### src/rtl/load_store_unit.sv
// Byte-addressed RISC-V load/store sequencer in front of a word-only DataMemory.
// Sub-word stores become a read cycle followed by a merged write cycle.
module load_store_unit #(
  parameter int Width     = 32,
  parameter int AddrWidth = 9
) (
  input  logic             clk,
  input  logic             reset,
  input  logic             req,
  input  logic             we,
  input  logic [2:0]       funct3,
  input  logic [Width-1:0] addr,
  input  logic [Width-1:0] wdata,
  output logic             busy,
  output logic             done,
  output logic             err,
  output logic [Width-1:0] rdata,
  output logic             MemRead,
  output logic             MemWrite,
  output logic [Width-1:0] MemAddr,
  output logic [Width-1:0] MemWData,
  input  logic [Width-1:0] MemRData
);

  typedef enum logic [2:0] {
    IDLE   = 3'd0,
    LOAD   = 3'd1,
    STORE  = 3'd2,
    RMW_RD = 3'd3,
    RMW_WR = 3'd4,
    FAULT  = 3'd5
  } state_t;

  state_t state, state_nx;

  logic [1:0]       off_q;
  logic [2:0]       f3_q;
  logic [15:0]      wdata_q;
  logic             illegal, misaligned;
  logic             done_nx, err_nx;
  logic [7:0]       byte_l;
  logic [15:0]      half_l;
  logic [Width-1:0] load_ext;
  logic [Width-1:0] merged;
  logic             unused_addr_hi;

  // Byte offset and address bits above the word index never reach memory.
  assign unused_addr_hi = ^addr[Width-1:AddrWidth+2];

  always_comb begin
    illegal    = (funct3 == 3'd3) || (funct3 == 3'd6) || (funct3 == 3'd7);
    misaligned = ((funct3[1:0] == 2'b01) && addr[0]) ||
                 ((funct3 == 3'd2) && (addr[1:0] != 2'b00));
  end

  always_comb begin
    state_nx = state;
    MemRead  = 1'b0;
    MemWrite = 1'b0;
    done_nx  = 1'b0;
    err_nx   = 1'b0;
    case (state)
      IDLE: begin
        if (req) begin
          if (illegal || misaligned)  state_nx = FAULT;
          else if (!we)               state_nx = LOAD;
          else if (funct3 == 3'd2)    state_nx = STORE;
          else                        state_nx = RMW_RD;
        end
      end
      LOAD: begin
        MemRead  = 1'b1;
        state_nx = IDLE;
        done_nx  = 1'b1;
      end
      STORE: begin
        MemWrite = 1'b1;
        state_nx = IDLE;
        done_nx  = 1'b1;
      end
      RMW_RD: begin
        MemRead  = 1'b1;
        state_nx = RMW_WR;
      end
      RMW_WR: begin
        MemWrite = 1'b1;
        state_nx = IDLE;
        done_nx  = 1'b1;
      end
      FAULT: begin
        state_nx = IDLE;
        done_nx  = 1'b1;
        err_nx   = 1'b1;
      end
      default: state_nx = IDLE;
    endcase
  end

  // Lane select and extension of the word returned during LOAD.
  always_comb begin
    byte_l = MemRData[{off_q, 3'b000} +: 8];
    half_l = MemRData[{off_q[1], 4'b0000} +: 16];
    case (f3_q)
      3'd0:    load_ext = {{(Width-8){byte_l[7]}}, byte_l};
      3'd1:    load_ext = {{(Width-16){half_l[15]}}, half_l};
      3'd4:    load_ext = {{(Width-8){1'b0}}, byte_l};
      3'd5:    load_ext = {{(Width-16){1'b0}}, half_l};
      default: load_ext = MemRData;
    endcase
  end

  always_comb begin
    merged = MemRData;
    if (f3_q[1:0] == 2'b00) merged[{off_q, 3'b000} +: 8] = wdata_q[7:0];
    else                    merged[{off_q[1], 4'b0000} +: 16] = wdata_q;
  end

  assign busy = (state != IDLE);

  // MemWData doubles as the merge register: the RMW read captures the merged word.
  always_ff @(posedge clk or posedge reset) begin
    if (reset) begin
      state    <= IDLE;
      done     <= 1'b0;
      err      <= 1'b0;
      rdata    <= '0;
      MemAddr  <= '0;
      MemWData <= '0;
      off_q    <= '0;
      f3_q     <= '0;
      wdata_q  <= '0;
    end else begin
      state <= state_nx;
      done  <= done_nx;
      err   <= err_nx;
      if (state == IDLE && req) begin
        off_q   <= addr[1:0];
        f3_q    <= funct3;
        wdata_q <= wdata[15:0];
        MemAddr <= {{(Width-AddrWidth){1'b0}}, addr[AddrWidth+1:2]};
        if (state_nx == STORE) MemWData <= wdata;
      end
      if (state == LOAD)   rdata    <= load_ext;
      if (state == RMW_RD) MemWData <= merged;
    end
  end

endmodule

### config.mk
export PLATFORM = sky130hd
export DESIGN_NAME = load_store_unit
export DESIGN_NICKNAME = d
export VERILOG_FILES = /design/src/rtl/load_store_unit.sv
export SDC_FILE = /design/constraint.sdc
export NUM_CORES = 1
export LEC_CHECK = 0
export CAP_MARGIN = 25
export CORE_MARGIN = 3
export CORE_UTILIZATION = 27
export CTS_BUF_LIST = sky130_fd_sc_hd__clkbuf_16
export CTS_CLUSTER_SIZE = 8
export DETAILED_ROUTE_END_ITERATION = 7
export SYNTH_ARGS = -nofsm -noshare
export SYNTH_HDL_FRONTEND = slang
export SYNTH_SLANG_ARGS = --single-unit
### constraint.sdc
create_clock -name clk -period 3.4 [get_ports clk]
set_clock_uncertainty 0.05 [all_clocks]
set_input_delay 0.68 -clock clk [delete_from_list [all_inputs] [get_ports clk]]
set_output_delay 0.68 -clock clk [all_outputs]
set_load 0.01 [all_outputs]
; ---- Yosys cells after proc, flatten, opt, wreduce, memory -nomap -nowiden
; Cells that the tools add are included.
[word_totals]
register_bits = 99
inputBits = 103
[classes]
n_addsub = 2
n_eq_ne = 14
n_shift = 6
muxes = 16
n_reduce_logical = 18
[ops]
columns = op, count
row1 = two-way mux 32 bit, 4
row2 = one-hot mux 32 bit (4 select lines), 1
row3 = bitwise mux 32 bit, 2
row4 = "variable shift 16 x 7 -> 32 bit, first input constant", 1
row5 = "variable shift 8 x 7 -> 32 bit, first input constant", 1
row6 = variable part select 16 x 7 -> 32 bit, 1
row7 = variable part select 32 x 6 -> 16 bit, 1
row8 = variable part select 32 x 6 -> 8 bit, 1
row9 = variable part select 8 x 7 -> 32 bit, 1
row10 = "== test 3 bit, second input constant", 6
row11 = "== test 3 x 2 -> 1 bit, second input constant", 5
row12 = negation 5 -> 7 bit, 2
row13 = "== test 3 x 1 -> 1 bit, second input constant", 2
row14 = zero test 3 bit, 2
row15 = two-way mux 3 bit, 2
row16 = one-hot mux 3 bit (2 select lines), 1
row17 = nonzero test 2 bit, 3
row18 = two-way mux 1 bit, 5
row19 = logical OR 1 bit, 4
row20 = OR reduction 2 bit, 2
row21 = OR reduction 4 bit, 1
row22 = logical AND 1 bit, 3
row23 = nonzero test 3 bit, 1
row24 = "== test 2 x 1 -> 1 bit, second input constant", 1
row25 = 3 further kinds, 3

; ---- Logic depth before layout (Yosys ltp)
; Gate-level depths: netlist of the first run.
[logic_depth]
depth_word = 11
depth_mapped = 8

; ---- Worst setup path after synthesis of the first run
; OpenSTA, ideal clock, no wires.
[synth_path]
path_type = register -> register
from = register off_q[1]
to = register MemWData[0]
setup_ns = 0.086
t_arrival_ns = 2.364
setup_slack_ns = 0.900
stages_incl_launch_ff = 7
n_path_buf = 1
cell_sequence = dfrtp_1 > clkbuf_1 > clkinv_1 > ha_1 > o32ai_1 > a221oi_1 > nor3_1
[synth_between]
elab_chain_len = 5
word_cells_on_any_way = 10
cone_classes = add/sub: 2 / shift: 4 / mux: 4
[synth_lines]
columns = element, line
row1 = "start, declared", 36  ; logic [1:0] off_q;
row2 = "start signal, assigned", 137  ; off_q <= addr[1:0];
row3 = "negation 5 -> 7 bit, on equally long branches", "115, 114"
row4 = variable part select 16 x 7 -> 32 bit (tied with other cells), 115  ; else merged[{off_q[1], 4'b0000} +: 16] = wdata_q;
row5 = "bitwise mux 32 bit, on equally long branches", "115, 114"
row6 = two-way mux 32 bit *, 114  ; if (f3_q[1:0] == 2'b00) merged[{off_q, 3'b000} +: 8] = wdata_q[7:0];
row7 = two-way mux 32 bit *, 144  ; if (state == RMW_RD) MemWData <= merged;
row8 = "end signal, assigned", 141  ; if (state_nx == STORE) MemWData <= wdata;
row9 = "end signal, assigned", 144
row10 = "end, declared", 21  ; output logic [Width-1:0] MemWData,
; Every way passes the cells marked *; elsewhere a longest branch is shown, timed or not.
; A chain may end at the register's enable or synchronous reset.

; ---- Worst setup path in the final report of the first run
[layout_path]
from = input req
to = register MemWData[30]
[layout_between]
elab_chain_len = 5
word_cells_on_any_way = 7
cone_classes = eq/ne: 1 / mux: 2 / reduce/logical: 4
[layout_lines]
columns = element, line
row1 = "start, declared", 9  ; input logic req,
row2 = two-way mux 3 bit, 64  ; if (req) begin
row3 = one-hot mux 3 bit (2 select lines), 62  ; case (state)
row4 = == test 3 x 2 -> 1 bit, 141
row5 = nonzero test 2 bit (no line), n/a
row6 = AND reduction 2 bit (no line) *, n/a
; Marked as above.

==> results of run 1 <==
==> cells by family (layout without fill, tap and decap cells) <==
kind of cell / Yosys count / count (layout) / synth area share, %
compound gates: 182 / 182 / 23.0
xor+xnor: 1 / 1 / 0.160
fa+ha+maj: 5 / 5 / 1.14
buf+inv: 99 / 218 / 8.94
mux: 17 / 17 / 3.59
flops: 99 / 99 / 45.3
other cells: 1 / 23 / 0.0685
simple gates: 213 / 213 / 17.9
==> cell usage after synthesis, drive strengths merged, types with 3 or more instances <==
master	instances
nor2b	6
nor3	25
a311oi	3
buf	35
mux2i	5
o311ai	8
o21ai	51
or3	7
a221oi	16
nand2	119
nor2	20
inv	28
dfrtp	99
o221ai	16
o31ai	4
a21oi	54
nand2b	7
a31oi	4
a22o	3
clkbuf	35
o22ai	16
nand3	16
mux2	11
ha	5
==> final cells by class <==
cell class | instances | area share (%)
timing repair buffer | 173 | 22.7
sequential | 99 | 33.0
clock inverter | 7 | 0.799
clock buffer | 9 | 3.00
inverter | 29 | 1.48
tap | 265 | 4.41
multi-input combinational | 441 | 34.6
==> worst paths after layout <==
| path | from | endpoint | cells after the start |
|---|---|---|---|
| hold reg to reg | MemAddr[2]$_DFFE_PP0P_ | MemAddr[2]$_DFFE_PP0P_ | 2 |
| setup reg to reg | off_q[1]$_DFFE_PP0P_ | MemWData[24]$_DFFE_PP0P_ | 6 |
| max in group asynchronous | reset | wdata_q[4]$_DFFE_PP0P_ | 3 |
| min in group asynchronous | reset | MemAddr[6]$_DFFE_PP0P_ | 2 |
| hold / removal | MemAddr[2]$_DFFE_PP0P_ | MemAddr[2]$_DFFE_PP0P_ | 2 |
| setup / recovery | req | MemWData[30]$_DFFE_PP0P_ | 6 |
==> routing by layer <==
metal	global-route usage [%]	routed length, um
met5	0	0
met4	4.85	311
met3	4.69	1370
met2	26.9	8920
met1	24.0	8620
==> power groups by stage <==
stage	Sequential (uW)	Combinational [uW]	Clock, uW
5_1_grt	2010	2570	1090
6_report	1950	2350	1010
3_5_place_dp	1970	2360	0
2_1_floorplan	2060	1000	0
3_3_place_gp	1960	2350	0
4_1_cts	1950	2370	1040
==> worst register-to-register path, stage by stage, from the launching register on <==
cell                        delay, ps
sky130_fd_sc_hd__dfrtp_1          350
sky130_fd_sc_hd__buf_4            390
sky130_fd_sc_hd__ha_1             450
sky130_fd_sc_hd__nand4bb_1        390
sky130_fd_sc_hd__o221ai_1         270
sky130_fd_sc_hd__o21ai_0          250
sky130_fd_sc_hd__a21oi_2          200
==> metrics by stage <==
stage	hold slack [ps]	cell area (um2)	utilization, %	worst slack, ps	instances
floorplan	414	5560	-	79.6	639
global placement	409	7230	36.7	533	1007
detailed placement	416	7230	36.7	515	1007
CTS	433	7520	38.1	873	1023
global route	461	7520	38.1	786	1023
finish	429	7520	38.1	889	1023
==> layout by cell type, fill, tap and decap left out, types with 4 or more instances in the layout <==
master / instances
sky130_fd_sc_hd__a21oi_1: 44
sky130_fd_sc_hd__a21oi_2: 10
sky130_fd_sc_hd__a221oi_1: 16
sky130_fd_sc_hd__a31oi_1: 4
sky130_fd_sc_hd__buf_4: 13
sky130_fd_sc_hd__clkbuf_16: 9
sky130_fd_sc_hd__clkdlybuf4s50_1: 159
sky130_fd_sc_hd__conb_1: 23
sky130_fd_sc_hd__dfrtp_1: 99
sky130_fd_sc_hd__ha_1: 5
sky130_fd_sc_hd__inv_1: 28
sky130_fd_sc_hd__mux2_2: 11
sky130_fd_sc_hd__mux2i_1: 5
sky130_fd_sc_hd__nand2_1: 119
sky130_fd_sc_hd__nand2b_1: 7
sky130_fd_sc_hd__nand3_1: 16
sky130_fd_sc_hd__nor2_1: 19
sky130_fd_sc_hd__nor2b_1: 6
sky130_fd_sc_hd__nor3_1: 25
sky130_fd_sc_hd__o21ai_0: 50
sky130_fd_sc_hd__o221ai_1: 16
sky130_fd_sc_hd__o22ai_1: 6
sky130_fd_sc_hd__o22ai_2: 10
sky130_fd_sc_hd__o311ai_0: 8
sky130_fd_sc_hd__o31ai_1: 4
sky130_fd_sc_hd__or3_1: 7
==> state kept, by name (all words and copies together), names as in the netlist <==
signal	count
MemAddr	9
MemWData	32
done	1
err	1
f3_q	3
off_q	2
rdata	32
state	3
wdata_q	16
==> metrics, run 1 <==
Buf+Inv Stages, Crit Path=2; post-cts hold buffer count=0; Final setup viols=0; remaining number of nets flagged by the antenna check after routing=0; path type of the worst min-delay path=flip-flop to flip-flop; crit share post-route=73.9%; VDD IR max=0.000322 V; Initial Utilization=27.8%; Register-to-Register Setup Slack=970 ps; final routed wirelength across all metal layers=19200 um; power share of the clock group=19.1%; relative slew slack=39.7%; routed wire length per instance=18.8 um; io pins=204; fraction of power spent switching nets=36.5%; number of buffer cells added on primary ports=159; Antenna Diode Count=0; number of global-route vias before repair=4845; number of DRC markers in iteration 0=389; area of the multi-input gates=2600 um2; critical path startpoint category=input port; GPL Wtd Cong=0.908; maximum clock insertion buffer count=2; Via Count=5022; Gate Count Post-Synth=617; Synth async-reset ratio=100%; slew at the pin with the worst max-slew slack=902 ps; mean instance size in the synthesized netlist=8.87 um2; number of antenna violations at the first check in global routing=0; critical path class=input port to flip-flop; reported leakage power=0.00317 uW; worst stage delay on the critical path=650 ps; clock period minus worst slack=2510 ps; master of the slowest instance on the critical path=sky130_fd_sc_hd__or4b_4; crit-path leading delay family=buffers and inverters; Die Width=148 um; top fanout value on the critical path=23; most used flip-flop cell after synthesis=sky130_fd_sc_hd__dfrtp_1; DRC violations left=0; nature of the critical path endpoint=flip-flop; top cell type's share of synthesized area=45.3%; CTS buffer count=9; reported max-cap violation count=0; Area growth, synth to finish=37.3%; Synth Cell Area=5470 um2; CTS H-tree lvls=3; fillers=2011; setup TNS=0 ps; DP HPWL=14400 um; total overflow reported by the global router=0; number of max-slew violations in the final report=0; number of buffers inserted to repair setup after CTS=0; clock-pin slew on the worst setup and hold paths=60 ps; Internal Dissipation=3370 uW; Nets=861; number of distinct standard cells referenced by the synthesized netlist=51; part of the total power dissipated in combinational logic=44.2%; count of cells resized by post-cts repair=0; sequential fraction of design power=36.7%; number of enable flip-flop cells after synthesis=0; fraction of final layout cells sized beyond drive strength 1=8.71%; number of rows in the core area=51; Yosys warning count=0; routed vias/inst=4.91; cell-by-cell trace of the critical path=clkdlybuf4s50_1 > or4b_4 > o41ai_4 > buf_4 > o22ai_1 > a21oi_1; largest net degree at the start of global routing=56; clock latency on the worst-skew pair=360 ps; global-route wire length before repair=29400 um; flip-flop and latch area=2480 um2; root buffer cell=sky130_fd_sc_hd__clkbuf_16; placeable core area=19700 um2; result of the run=finished clean; Power Dens Cells=707 nW/um2; TritonCTS clock tree=done; leading area contributor after synthesis=sky130_fd_sc_hd__dfrtp_1; vertical extent of the die=148 um; arrival time at the worst endpoint=2740 ps; GRT Total Usage=17.4%; P_sw=1940 uW; area of the die=22000 um2; setup repair after global routing missed its margin=false; Area contributors post-synth=sky130_fd_sc_hd__dfrtp_1, sky130_fd_sc_hd__nand2_1, sky130_fd_sc_hd__o21ai_0; Yosys reg bits=99; DR pass1 iterations=5; Worst EP required=3630 ps; TritonCTS Sinks=99; sequential fraction of the synthesis area=45.3%; overall power of the completed layout=5310 uW; final count of hold timing violations=0; fmax=0.398 GHz
No activity file was read; power rests on OpenSTA's default activity.
==> run 2, diff against run 1 <==
==> constraint.sdc (replaced) <==
create_clock -name clk -period 2 [get_ports clk]
set_clock_uncertainty 0.05 [all_clocks]
set_input_delay 0.4 -clock clk [delete_from_list [all_inputs] [get_ports clk]]
set_output_delay 0.4 -clock clk [all_outputs]
set_load 0.01 [all_outputs]
==> run 2 against run 1 <==
  * Non-clock buffer count up 44
  * Sequential share of layout area down 2.6 points
  * Flip-flop and latch count unchanged
  * Sequential power up 69%
  * Cell count up 4.3%
  * Routed wire length up 4.6%
  * Clock-buffer cell count unchanged
  * Setup slack worse by 850 ps
==> metrics, run 2 (synthesized netlist as in run 1, its figures left out) <==
arrival time at the worst endpoint=2190 ps; vertical extent of the die=148 um; CTS buffer count=9; crit share post-route=97.8%; DP HPWL=15000 um; highest-count cells in the layout ignoring fill and taps=sky130_fd_sc_hd__clkdlybuf4s50_1, sky130_fd_sc_hd__nand2_1, sky130_fd_sc_hd__dfrtp_1; DR pass1 iterations=7; nature of the critical path endpoint=flip-flop; global-route wire length before repair=29900 um; root buffer cell=sky130_fd_sc_hd__clkbuf_16; largest net degree at the start of global routing=59; setup repair after global routing missed its margin=true; leading cell type in the layout, fill and taps excluded=sky130_fd_sc_hd__clkdlybuf4s50_1; fmax=0.511 GHz; Initial Utilization=27.8%; Layout Cell Area excl Fill=8160 um2; post-placement setup slack=-257 ps; Via Count=5195; remaining number of nets flagged by the antenna check after routing=0; clock period minus worst slack=1960 ps; TritonCTS Sinks=99; number of buffer cells added on primary ports=159; GRT Total Usage=17.6%; fraction of final layout cells sized beyond drive strength 1=16.7%; placeable core area=19700 um2; worst stage delay on the critical path=560 ps; master of the slowest instance on the critical path=sky130_fd_sc_hd__or4b_4; top fanout value on the critical path=16; post-cts hold buffer count=0; number of max-slew violations in the final report=0; Die Width=148 um; routed wire length per instance=18.9 um; number of DRC markers in iteration 0=407; result of the run=finished clean; clock-pin slew on the worst setup and hold paths=70 ps; biggest registers after layout=MemWData x32, rdata x32, wdata_q x16; total overflow reported by the global router=0; Area growth, synth to finish=49.1%; number of global-route vias before repair=5141; final count of hold timing violations=0; post-place instance area=7560 um2; final routed wirelength across all metal layers=20100 um; number of antenna violations at the first check in global routing=1; CTS H-tree lvls=3; maximum clock insertion buffer count=2; number of rows in the core area=51; clock latency on the worst-skew pair=360 ps; area of the multi-input gates=2740 um2; critical path startpoint category=flip-flop; Worst EP required=2240 ps; GPL Wtd Cong=0.920; flip-flop and latch area=2480 um2; Buf+Inv Stages, Crit Path=2; fillers=1983; reported leakage power=0.00348 uW; Power Dens Cells=1170 nW/um2; Cells after DPL=1040; critical path class=flip-flop to flip-flop; setup ws final=43.4 ps; Final setup viols=0; Nets=905; routed vias/inst=4.87; reported max-cap violation count=0; io pins=204; Antenna Diode Count=0; area of the die=22000 um2; VDD IR max=0.000523 V; path type of the worst min-delay path=input port to asynchronous set/reset pin; cell-by-cell trace of the critical path=buf_6 > or4b_4 > o41ai_4 > buf_12 > o22ai_1 > a21oi_1; TritonCTS clock tree=done; crit-path leading delay family=simple AND/OR/NAND/NOR gates; DRC violations left=0; count of placed standard cells in the final layout, fillers left out=1067
==> run 2: cell count changes in the layout (fill, tap and decap cells not counted), moves of 4 or more <==
| cell | previous run | this run |
|---|---|---|
| sky130_fd_sc_hd__a221oi_1 | 16 | 11 |
| sky130_fd_sc_hd__o22ai_1 | 6 | 2 |
| sky130_fd_sc_hd__buf_12 | 1 | 7 |
| sky130_fd_sc_hd__buf_4 | 13 | 44 |
| sky130_fd_sc_hd__nor3_2 | 0 | 4 |
| sky130_fd_sc_hd__nor3_1 | 25 | 21 |
| sky130_fd_sc_hd__a221oi_2 | 0 | 5 |
| sky130_fd_sc_hd__buf_6 | 0 | 4 |
==> run 2: per-stage QoR <==
stage                     hold slack (ps)  power [uW]  setup TNS [ps]  util [%]
after floorplan                       414        5250               0         -
after global placement                409        7470           -6500      38.4
after detailed placement              413        7530           -7390      38.4
after CTS                             427        9460               0      40.1
after global routing                  448       10200           -95.6      41.4
final                                 420        9540               0      41.4
==> run 2: worst paths after layout <==
| path | from | end | slack, ps | cells after the start |
|---|---|---|---|---|
| max reg2reg | state[2]$_DFF_PP0_ | MemWData[29]$_DFFE_PP0P_ | 40 | 6 |
| min | reset | err$_DFF_PP0_ | 420 | 3 |
| max | state[2]$_DFF_PP0_ | MemWData[29]$_DFFE_PP0P_ | 40 | 6 |
| min in group clk | MemAddr[5]$_DFFE_PP0P_ | MemAddr[5]$_DFFE_PP0P_ | 430 | 2 |
| max in group asynchronous | reset | rdata[11]$_DFFE_PP0P_ | 1150 | 3 |
| min reg2reg | MemAddr[5]$_DFFE_PP0P_ | MemAddr[5]$_DFFE_PP0P_ | 430 | 2 |
==> run 2: what timing repair did <==
item / in CTS / in global routing
resized for setup: 7 / 26
setup endpoints to repair: 9 / 37
pin swaps: 1 / 10
buffers inserted: 2 / 7
gates cloned: 0 / 3
==> run 2: layout make-up <==
class	count	share of cell area, %
clock buffers	9	2.76
clock inverters	7	1.12
inverters	29	1.40
multi-input cells	441	33.5
flip-flops and latches	99	30.4
well taps	265	4.06
repair buffers	217	26.7
==> run 2: report_power, final <==
group          leakage (uW)  total (uW)  switching [uW]  internal (uW)
clock              0.000147        1890             800           1090
combinational       0.00215        4340            2100           2240
sequential          0.00119        3300             546           2760
total               0.00348        9540            3450           6090
==> run 2: tightest hold or removal path, stage by stage <==
cell                              delay [ps]
sky130_fd_sc_hd__clkdlybuf4s50_1         440
sky130_fd_sc_hd__clkinvlp_4              120
sky130_fd_sc_hd__buf_12                  230
==> run 2: layer usage <==
metal	track usage (%)	share of wire, %	vias to the layer above	wire length, um
met3	4.33	6.1	21	1230
met4	4.30	1.5	2	311
met5	0	0.045	-	9
met1	24.5	45	2490	9130
li1	-	-	2509	-
met2	27.7	47	173	9430
==> run 3, diff against run 2 <==
--- a/config.mk
+++ b/config.mk
@@ -11,6 +11,8 @@
 export CTS_BUF_LIST = sky130_fd_sc_hd__clkbuf_16
 export CTS_CLUSTER_SIZE = 8
 export DETAILED_ROUTE_END_ITERATION = 7
+export MAX_ROUTING_LAYER = met4
+export SKIP_CTS_REPAIR_TIMING = 1
 export SYNTH_ARGS = -nofsm -noshare
 export SYNTH_HDL_FRONTEND = slang
 export SYNTH_SLANG_ARGS = --single-unit
==> run 3 against run 2 <==
  * First-iteration DRC count is 15% lower
  * Combinational power down 2%
  * Clock power about the same
  * Die area unchanged
  * Critical endpoint is now MemWData[26]$_DFFE_PP0P_
==> metrics, run 3 (synthesized netlist as in run 1, its figures left out) <==
wire length on met3=1080 um; final count of hold timing violations=0; total overflow reported by the global router=0; number of cells on the worst reg-to-reg path=5; reported leakage power=0.00343 uW; setup repair after global routing missed its margin=true; VDD IR max=0.000510 V; global-route wire length before repair=29700 um; Final setup viols=0; Post-Route Utilization=40.4%; DP HPWL=15000 um; Cells after DPL=1040; top fanout value on the critical path=16; DRC violations left=0; Nets=896; clock-pin slew on the worst setup and hold paths=70 ps; number of buffer cells added on primary ports=159; crit share post-route=95.1%; top routing layer in use=met4; io pins=204; GPL Wtd Cong=0.936; sequential fraction of design power=34.9%; worst stage delay on the critical path=610 ps; number of rows in the core area=51; overall power of the completed layout=9440 uW; Buf+Inv Stages, Crit Path=1; P_sw=3400 uW; master of the slowest instance on the critical path=sky130_fd_sc_hd__or4b_4; result of the run=finished clean; path type of the worst min-delay path=input port to asynchronous set/reset pin; TritonCTS Sinks=99; highest-count cells in the layout ignoring fill and taps=sky130_fd_sc_hd__clkdlybuf4s50_1, sky130_fd_sc_hd__nand2_1, sky130_fd_sc_hd__dfrtp_1; setup ws final=98.7 ps; Area growth, synth to finish=45.7%; fraction of final layout cells sized beyond drive strength 1=14.6%; largest net degree at the start of global routing=59; number of DRC markers in iteration 0=345; number of antenna violations at the first check in global routing=1; remaining number of nets flagged by the antenna check after routing=0; number of global-route vias before repair=5135; clock latency on the worst-skew pair=350 ps; CTS H-tree lvls=3; area of the die=22000 um2; arrival time at the worst endpoint=2130 ps; Worst EP required=2230 ps; part of the total power dissipated in combinational logic=45.3%; clock period minus worst slack=1900 ps; cell-by-cell trace of the critical path=or4b_4 > o41ai_4 > buf_12 > o22ai_1 > a21oi_1; fmax=0.526 GHz; nature of the critical path endpoint=flip-flop; vertical extent of the die=148 um; critical path startpoint category=flip-flop; CTS buffer count=9; leading cell type in the layout, fill and taps excluded=sky130_fd_sc_hd__clkdlybuf4s50_1; reported max-cap violation count=0; placeable core area=19700 um2; biggest registers after layout=MemWData x32, rdata x32, wdata_q x16; Die Width=148 um; TritonCTS clock tree=done; Via Count=5089; fraction of power spent switching nets=36.0%; post-placement setup slack=-257 ps; DR pass1 iterations=4; Initial Utilization=27.8%; total length of routed met2 wires=9220 um; final routed wirelength across all metal layers=19400 um; number of max-slew violations in the final report=0; Internal Dissipation=6040 uW; root buffer cell=sky130_fd_sc_hd__clkbuf_16; number of cells on the critical path=5; Power Dens Cells=1180 nW/um2; maximum clock insertion buffer count=2; GRT Total Usage=18.0%; detailed-routing wirelength on met1=8900 um; count of placed standard cells in the final layout, fillers left out=1059; crit-path leading delay family=simple AND/OR/NAND/NOR gates; routed wire length per instance=18.3 um; power share of the clock group=19.9%; routed vias/inst=4.81; critical path class=flip-flop to flip-flop
run 3: cell count changes in the layout (fill, tap and decap cells not counted), moves of 2 or more:
cell,change
sky130_fd_sc_hd__buf_6,-3
sky130_fd_sc_hd__dlygate4sd2_1,-2
sky130_fd_sc_hd__o22ai_2,-2
sky130_fd_sc_hd__o22ai_4,-2
sky130_fd_sc_hd__o22ai_1,+4
sky130_fd_sc_hd__clkbuf_16,-3
sky130_fd_sc_hd__dlymetal6s2s_1,+3
sky130_fd_sc_hd__nor3_2,-3
sky130_fd_sc_hd__nor3_1,+3
sky130_fd_sc_hd__buf_4,-3
run 3: worst paths after layout:
kind / endpoint / from / slack [ps]
worst max-delay path: MemWData[26]$_DFFE_PP0P_ / state[1]$_DFF_PP0_ / 100
worst min-delay path: err$_DFF_PP0_ / reset / 430
worst max register to register: MemWData[26]$_DFFE_PP0P_ / state[1]$_DFF_PP0_ / 100
worst min register to register: MemAddr[5]$_DFFE_PP0P_ / MemAddr[5]$_DFFE_PP0P_ / 430
max in group asynchronous: wdata_q[6]$_DFFE_PP0P_ / reset / 1150
min in group clk: MemAddr[5]$_DFFE_PP0P_ / MemAddr[5]$_DFFE_PP0P_ / 430
run 3: stage by stage:
stage / hold slack, ps / setup TNS (ps) / area, um2
floorplan: 414 / 0 / 5590
global placement: 409 / -6500 / 7560
detailed placement: 413 / -7390 / 7560
CTS: 427 / -562 / 7880
global route: 448 / -45.6 / 7980
finish: 426 / 0 / 7980
run 3: layout make-up:
class	count	area, um2
tap	265	332
antenna	1	2.50
clock inverter	7	91.3
multi-input combinational	441	2670
timing repair buffer	208	2060
clock buffer	9	225
inverter	29	114
fill	2004	11700
sequential	99	2480
run 3: tightest hold or removal path, stage by stage:
cell                              delay [ps]
sky130_fd_sc_hd__clkdlybuf4s50_1         440
sky130_fd_sc_hd__clkinvlp_4              120
sky130_fd_sc_hd__buf_12                  230
run 3: power by group through the flow:
stage,registers [uW],logic (uW),clock network [uW]
6_report,3290,4270,1870
5_1_grt,3400,4650,2020
4_1_cts,3290,4220,1940
3_5_place_dp,3320,4210,0
3_3_place_gp,3310,4160,0
2_1_floorplan,3500,1750,0
run 3: layer usage:
| metal | GRT usage (%) | vias up |
|---|---|---|
| li1 | - | 2493 |
| met1 | 24.6 | 2440 |
| met2 | 27.6 | 145 |
| met3 | 3.53 | 11 |
| met4 | 4.99 | 0 |
| met5 | - | - |
